## config.mk

```make
export PLATFORM = sky130hd
export DESIGN_NAME = ham_secded_decoder
export DESIGN_NICKNAME = d
export VERILOG_FILES = /design/src/rtl/ham_secded_decoder.sv
export SDC_FILE = /design/constraint.sdc
export NUM_CORES = 1
export LEC_CHECK = 0
export ABC_AREA = 1
export CORE_ASPECT_RATIO = 1.1
export CORE_MARGIN = 10
export CORE_UTILIZATION = 45
export DETAILED_ROUTE_END_ITERATION = 7
export HOLD_SLACK_MARGIN = 0.1
export MAX_ROUTING_LAYER = met4
export PLACE_DENSITY = 0.71
export SLEW_MARGIN = 30
export SYNTH_ARGS = -nofsm -noshare
export SYNTH_HDL_FRONTEND = slang
export SYNTH_SLANG_ARGS = --single-unit
```

## constraint.sdc

```tcl
create_clock -name clock -period 3.9 [get_ports clock]
set_input_delay 1.17 -clock clock [delete_from_list [all_inputs] [get_ports clock]]
set_output_delay 1.17 -clock clock [all_outputs]
set_load 0.01 [all_outputs]
```

## src/rtl/ham_secded_decoder.sv

```systemverilog
// Two-stage pipelined extended-Hamming (SECDED) decoder with valid/ready flow control
// and saturating corrected/uncorrectable result counters.
module ham_secded_decoder #(
  parameter int R     = 4,
  parameter int CNT_W = 16
) (
  input  logic                 clock,
  input  logic                 reset,
  input  logic                 in_valid,
  output logic                 in_ready,
  input  logic [2**R-1:0]      in_code,
  output logic                 out_valid,
  input  logic                 out_ready,
  output logic [2**R-1:0]      out_code,
  output logic [2**R-R-2:0]    out_data,
  output logic                 out_corr,
  output logic                 out_uncorr,
  input  logic                 clr_counts,
  output logic [CNT_W-1:0]     corr_count,
  output logic [CNT_W-1:0]     uncorr_count
);

  localparam int CW = 2**R;
  localparam int N  = CW - 1;
  localparam int K  = N - R;

  function automatic logic [R-1:0] syndrome_f(input logic [CW-1:0] c);
    logic [R-1:0] s;
    s = '0;
    for (int i = 1; i < CW; i++) begin
      if (c[i]) s ^= R'(i);
    end
    return s;
  endfunction

  // With odd parity the syndrome names the bad bit; a zero syndrome lands on bit 0.
  function automatic logic [CW-1:0] correct_f(input logic [CW-1:0] c,
                                              input logic [R-1:0]  s,
                                              input logic          p);
    logic [CW-1:0] r;
    r = c;
    if (p) r[s] = ~r[s];
    return r;
  endfunction

  function automatic logic [K-1:0] extract_f(input logic [CW-1:0] c);
    logic [K-1:0] d;
    int           k;
    d = '0;
    k = 0;
    for (int pos = 1; pos <= N; pos++) begin
      if ((pos & (pos - 1)) != 0) begin
        d[k] = c[pos];
        k++;
      end
    end
    return d;
  endfunction

  function automatic logic [CNT_W-1:0] sat_inc_f(input logic [CNT_W-1:0] v);
    return (v == {CNT_W{1'b1}}) ? v : v + 1'b1;
  endfunction

  logic              vld_p1_q, vld_p2_q;
  logic [CW-1:0]     code_p1_q;
  logic [R-1:0]      syn_p1_q, syn_p1_d;
  logic              par_p1_q, par_p1_d;
  logic [CW-1:0]     code_p2_q, code_p2_d;
  logic [K-1:0]      data_p2_q, data_p2_d;
  logic              corr_p2_q, corr_p2_d;
  logic              uncorr_p2_q, uncorr_p2_d;
  logic [CNT_W-1:0]  corr_cnt_q, corr_cnt_d;
  logic [CNT_W-1:0]  uncorr_cnt_q, uncorr_cnt_d;
  logic              s2_adv, xfer;

  assign s2_adv   = !vld_p2_q || out_ready;
  assign in_ready = !vld_p1_q || s2_adv;
  assign xfer     = vld_p2_q && out_ready;

  always_comb begin
    syn_p1_d    = syndrome_f(in_code);
    par_p1_d    = ^in_code;
    code_p2_d   = correct_f(code_p1_q, syn_p1_q, par_p1_q);
    data_p2_d   = extract_f(code_p2_d);
    corr_p2_d   = par_p1_q;
    uncorr_p2_d = !par_p1_q && (syn_p1_q != '0);
  end

  always_ff @(posedge clock) begin
    if (reset) begin
      vld_p1_q <= 1'b0;
      vld_p2_q <= 1'b0;
    end else begin
      if (in_ready) vld_p1_q <= in_valid;
      if (s2_adv)   vld_p2_q <= vld_p1_q;
    end
  end

  // Stage 1: received word, syndrome, overall parity
  always_ff @(posedge clock) begin
    if (in_ready && in_valid) begin
      code_p1_q <= in_code;
      syn_p1_q  <= syn_p1_d;
      par_p1_q  <= par_p1_d;
    end
  end

  // Stage 2: corrected word, extracted data, flags
  always_ff @(posedge clock) begin
    if (s2_adv && vld_p1_q) begin
      code_p2_q   <= code_p2_d;
      data_p2_q   <= data_p2_d;
      corr_p2_q   <= corr_p2_d;
      uncorr_p2_q <= uncorr_p2_d;
    end
  end

  assign out_valid  = vld_p2_q;
  assign out_code   = vld_p2_q ? code_p2_q : '0;
  assign out_data   = vld_p2_q ? data_p2_q : '0;
  assign out_corr   = vld_p2_q && corr_p2_q;
  assign out_uncorr = vld_p2_q && uncorr_p2_q;

  // Clear wins over a same-cycle delivery, so that delivery goes uncounted.
  always_comb begin
    corr_cnt_d   = corr_cnt_q;
    uncorr_cnt_d = uncorr_cnt_q;
    if (clr_counts) begin
      corr_cnt_d   = '0;
      uncorr_cnt_d = '0;
    end else if (xfer) begin
      if (corr_p2_q)   corr_cnt_d   = sat_inc_f(corr_cnt_q);
      if (uncorr_p2_q) uncorr_cnt_d = sat_inc_f(uncorr_cnt_q);
    end
  end

  always_ff @(posedge clock) begin
    if (reset) begin
      corr_cnt_q   <= '0;
      uncorr_cnt_q <= '0;
    end else begin
      corr_cnt_q   <= corr_cnt_d;
      uncorr_cnt_q <= uncorr_cnt_d;
    end
  end

  assign corr_count   = corr_cnt_q;
  assign uncorr_count = uncorr_cnt_q;

endmodule
```

Word-level counts from Yosys, hierarchy flattened --
Cells that the tools add are included.
Storage, ports and cells: latch bits 0, memories 0, RAM bits 0, output and inout bits 63, memory bits (read-only) 0, flip-flop bits (word level) 84
Operators by class: mux-type cells 23, div/mod/pow operators 0, eq/ne operators 2, order comparisons 2, bitwise operators 17, shifts and indexed selects 0, multipliers 0, add/sub/neg operators 2, reductions and logical operators 17
Operator list (number):
- $add 16x1->16 const B | 2
- $eq 16x16->1 const B | 2
- $mux 16 | 2
- $mux 4 | 8
- $bwmux 16 | 1
- $reduce_xor 16->1 | 1
- $mux 3 | 4
- $not 2->2 | 6
- $not 3->3 | 4
- $mux 11 | 1
- $logic_and 1x1->1 | 7
- $reduce_and 3->1 | 2
- $lt 4x5->1 const B | 1
- $bmux 1 s4 | 1
- $demux 1 s4 | 1
- $ge 4x1->1 const B | 1
- $mux 2 | 2
- $not 4->4 | 1
- $reduce_bool 4->1 | 1
- $logic_not 1->1 | 3
- $mux 1 | 3
- $not 1->1 | 3
- $not 1->1 const A | 3
- $logic_or 1x1->1 | 2
- $reduce_or 2->1 | 1

Depth between registers and ports, before layout --
word-level depth 26, gate-level depth with buffers 10, depth with buffers taken out 9

Worst setup path before layout --
OpenSTA, ideal clock, no wires.
path type input -> output, start input out_ready, end output in_ready, path buffers 0, data arrival time 1.373 ns, stages on the path 2, path slack 1.357 ns, cell sequence inv_1 > nand3_1
On the way: cells in the longest elaborated chain, start to end 2
Ends and longest elaborated chain:
- start: declaration | RTL line 13 | input logic out_ready,
- $logic_or 1x1->1 | RTL line 76 | assign s2_adv = !vld_p2_q || out_ready;
- $logic_or 1x1->1 | RTL line 77 | assign in_ready = !vld_p1_q || s2_adv;
- end: declaration | RTL line 10 | output logic in_ready,
Every way passes these cells.

Worst setup path in the final report --
Ends and elaborated chain as after synthesis.

==> metrics <==
status=complete, no violations; unrepaired setup endpoints after global routing=no; final hold slack=approximately 0.52 ns; Die Footprint=about 14000 µm²; Hold Fails Final Rpt=0; Crit path max-delay family=buffers and inverters; pin count of the biggest net entering global routing=25; row cnt=37; Finished Layout Cells=812; first-pass GRT wire length=approximately 18000 µm; final worst-path cycle share=slightly above 90%; Chip Width=between 100 and 150 µm; prevailing post-synth register cell=edfxtp_1; critical path required time=about 2.7 ns; Worst-Margin Slew=approximately 0.69 ns; worst reg-to-reg setup slack=around 1.8 ns; worst setup path start=out_ready; Final Slew Violations=0; post_cts resized=0; slowest cell on the critical path=clkdlybuf4s50_1; Nets=713; Layout Area Growth over Synthesis=23.5%; Clk pin slew, worst setup/hold paths=0.08 ns; post-route cell area=approximately 5500 µm²; Yosys reg bits=73; initial antenna violation count=0; crit path cell chain=clkdlybuf4s50_1, inv_1, nand3_1, clkdlybuf4s50_1; postcts setup bufs=0; worst r2r src=syn_p1_q[0]; power density over the cells=319 nW/µm²; CP peak stage delay=around 0.55 ns; Cells after DPL=about 800; Max IR drop VDD=0.000151 V; clk buf depth=2; leading area contributor after synthesis=edfxtp_1; Crit. End Element=output pin; drt total wl=10700 µm; DP HPWL=8170 µm; All-Layer GR Usage=15.5%; CP Depth=4; Synth warnings=0; worst r2r dst=data_p2_q[3]; Hold Crit Class=reg -> reg; CP most frequent cell=clkdlybuf4s50_1; depth of the CTS H-tree=3; TritonCTS Sinks=73; Setup Viol. Count Final=0; Tmin final=between 3 and 4 ns; register area share after synthesis=41.9%; worst setup path end=in_ready; syn_area_per_cell=between 7 and 8 µm²; area of the core=9490 µm²; Via density=between 4 and 5; Die Ht=~120 µm; Max Freq=around 280 MHz; CTS tree=yes; Worst Path Arrival=about 2.4 ns; Root Buffer=clkbuf_8; Pleak=2.19 nW; grt ovf=0; synth top area cells=edfxtp_1, nand2_1, dfxtp_1, inv_1, nor2_1; WS Path Type=in -> out; vias in the first global route=between 3000 and 4000; Critical Path Fanout Max=3; Ant. Diodes=0; DRC viols=0; Routed Antenna Nets=0; synth unique cells=28; Routed WL per cell=~13 µm; Routability Congestion=0.926; most frequent cells in the layout=nand2_1, clkdlybuf4s50_1, inv_1; layout cells sized above 1=roughly 7.5%; hold buffer count at CTS=0; CTS buffer count=9; Post-Syn Instances=just over 600; setup TNS=0 ns; Max transition margin=a little over half; max-cap violations=0; Worst Path Buf+Inv=3; IO buf count=83; Post-Syn Area=about 4400 µm²; via count=roughly 4000; Placed Area=about 5300 µm²; initial core utilization=between 40% and 50%; CP startpoint kind=input port; Worst-Skew Late Latency=around 0.35 ns; Post-synth EDFFs=39; most common cell after layout, fill and taps aside=nand2_1; initial DRC count=roughly 210; worst reg2reg path depth=9; Final Skew=slightly below 0.008 ns; Synth async-reset ratio=0%; Synth top area share=26.5%; syn_nets=around 640; I/O pins=84; drt first pass iters=4
## Yosys cell counts, drive strengths merged (4+ instances only)
master,count
a21oi,48
buf,17
clkbuf,4
dfxtp,34
edfxtp,39
inv,78
nand2,220
nand3,28
nand4,13
nor2,82
o21ai,11
xnor2,18
xor2,14
## worst min path at each step
stage / depth (start not counted) / startpoint / to / slack, ns
after global routing: 2 / uncorr_count[8] / uncorr_count[8] / 0.55
after floorplan: 2 / vld_p1_q / out_valid / 0.45
after detailed placement: 2 / vld_p1_q / out_valid / 0.51
final: 2 / vld_p1_q / out_valid / 0.52
after CTS: 2 / vld_p1_q / out_valid / 0.53
after global placement: 2 / vld_p1_q / out_valid / 0.48
## per-stage QoR
step | utilization [%] | power, mW | worst slack [ns]
final | 57.6 | 1.75 | 0.286
after global routing | 57.6 | 1.83 | 0.204
after CTS | 57.6 | 1.76 | 0.287
after detailed placement | 55.6 | 1.19 | 0.295
after global placement | 55.6 | 1.19 | 0.327
after floorplan | - | 1.10 | 1.36
## worst min-delay path, cell delays in order (launching register included)
cell	delay, ns
dfxtp_1	0.32
inv_1	0.09
a21oi_1	0.07
## kinds of logic (layout without fill, tap and decap cells)
kind of cell | count (synthesis) | after routing | synth area share (%)
AOI/OAI and AO/OA | 59 | 59 | 8.21
xor gates and xnor gates | 32 | 32 | 6.34
adders and majority gates | 2 | 2 | 0.566
buffers and inverters | 101 | 183 | 10.3
DFF | 73 | 73 | 41.9
and+or+nand+nor | 346 | 346 | 32.7
## routing by layer
layer / up-vias / track usage [%] / share of wire [%]
met1: 1829 / 16.7 / 42
met2: 113 / 27.1 / 51
li1: 2079 / - / -
met3: 18 / 3.13 / 5.5
met5: - / - / 0
met4: 0 / 6.82 / 1.9
## cell type report
class | instances | area [µm²]
repair buffers | 87 | 861
multi-input cells | 439 | 2120
clock inverters | 7 | 61.3
well taps | 117 | 146
fillers | 860 | 4030
inverters | 80 | 300
flip-flops and latches | 73 | 1850
clock buffers | 9 | 124
## report_power, final
group / total [mW] / internal (mW) / leakage (nW) / switching, mW
clock: 0.570 / 0.288 / 0.0877 / 0.283
combinational: 0.292 / 0.112 / 1.45 / 0.180
sequential: 0.883 / 0.856 / 0.648 / 0.0269
total: 1.75 / 1.26 / 2.19 / 0.489
## state kept, by name, indices dropped and copies added, names as in the netlist
| signal | count |
|---|---|
| code_p1_q | 16 |
| code_p2_q | 5 |
| corr_count | 16 |
| corr_p2_d | 1 |
| corr_p2_q | 1 |
| data_p2_q | 11 |
| out_valid | 1 |
| syn_p1_q | 4 |
| uncorr_count | 16 |
| uncorr_p2_q | 1 |
| vld_p1_q | 1 |
No activity file was read; power rests on OpenSTA's default activity.
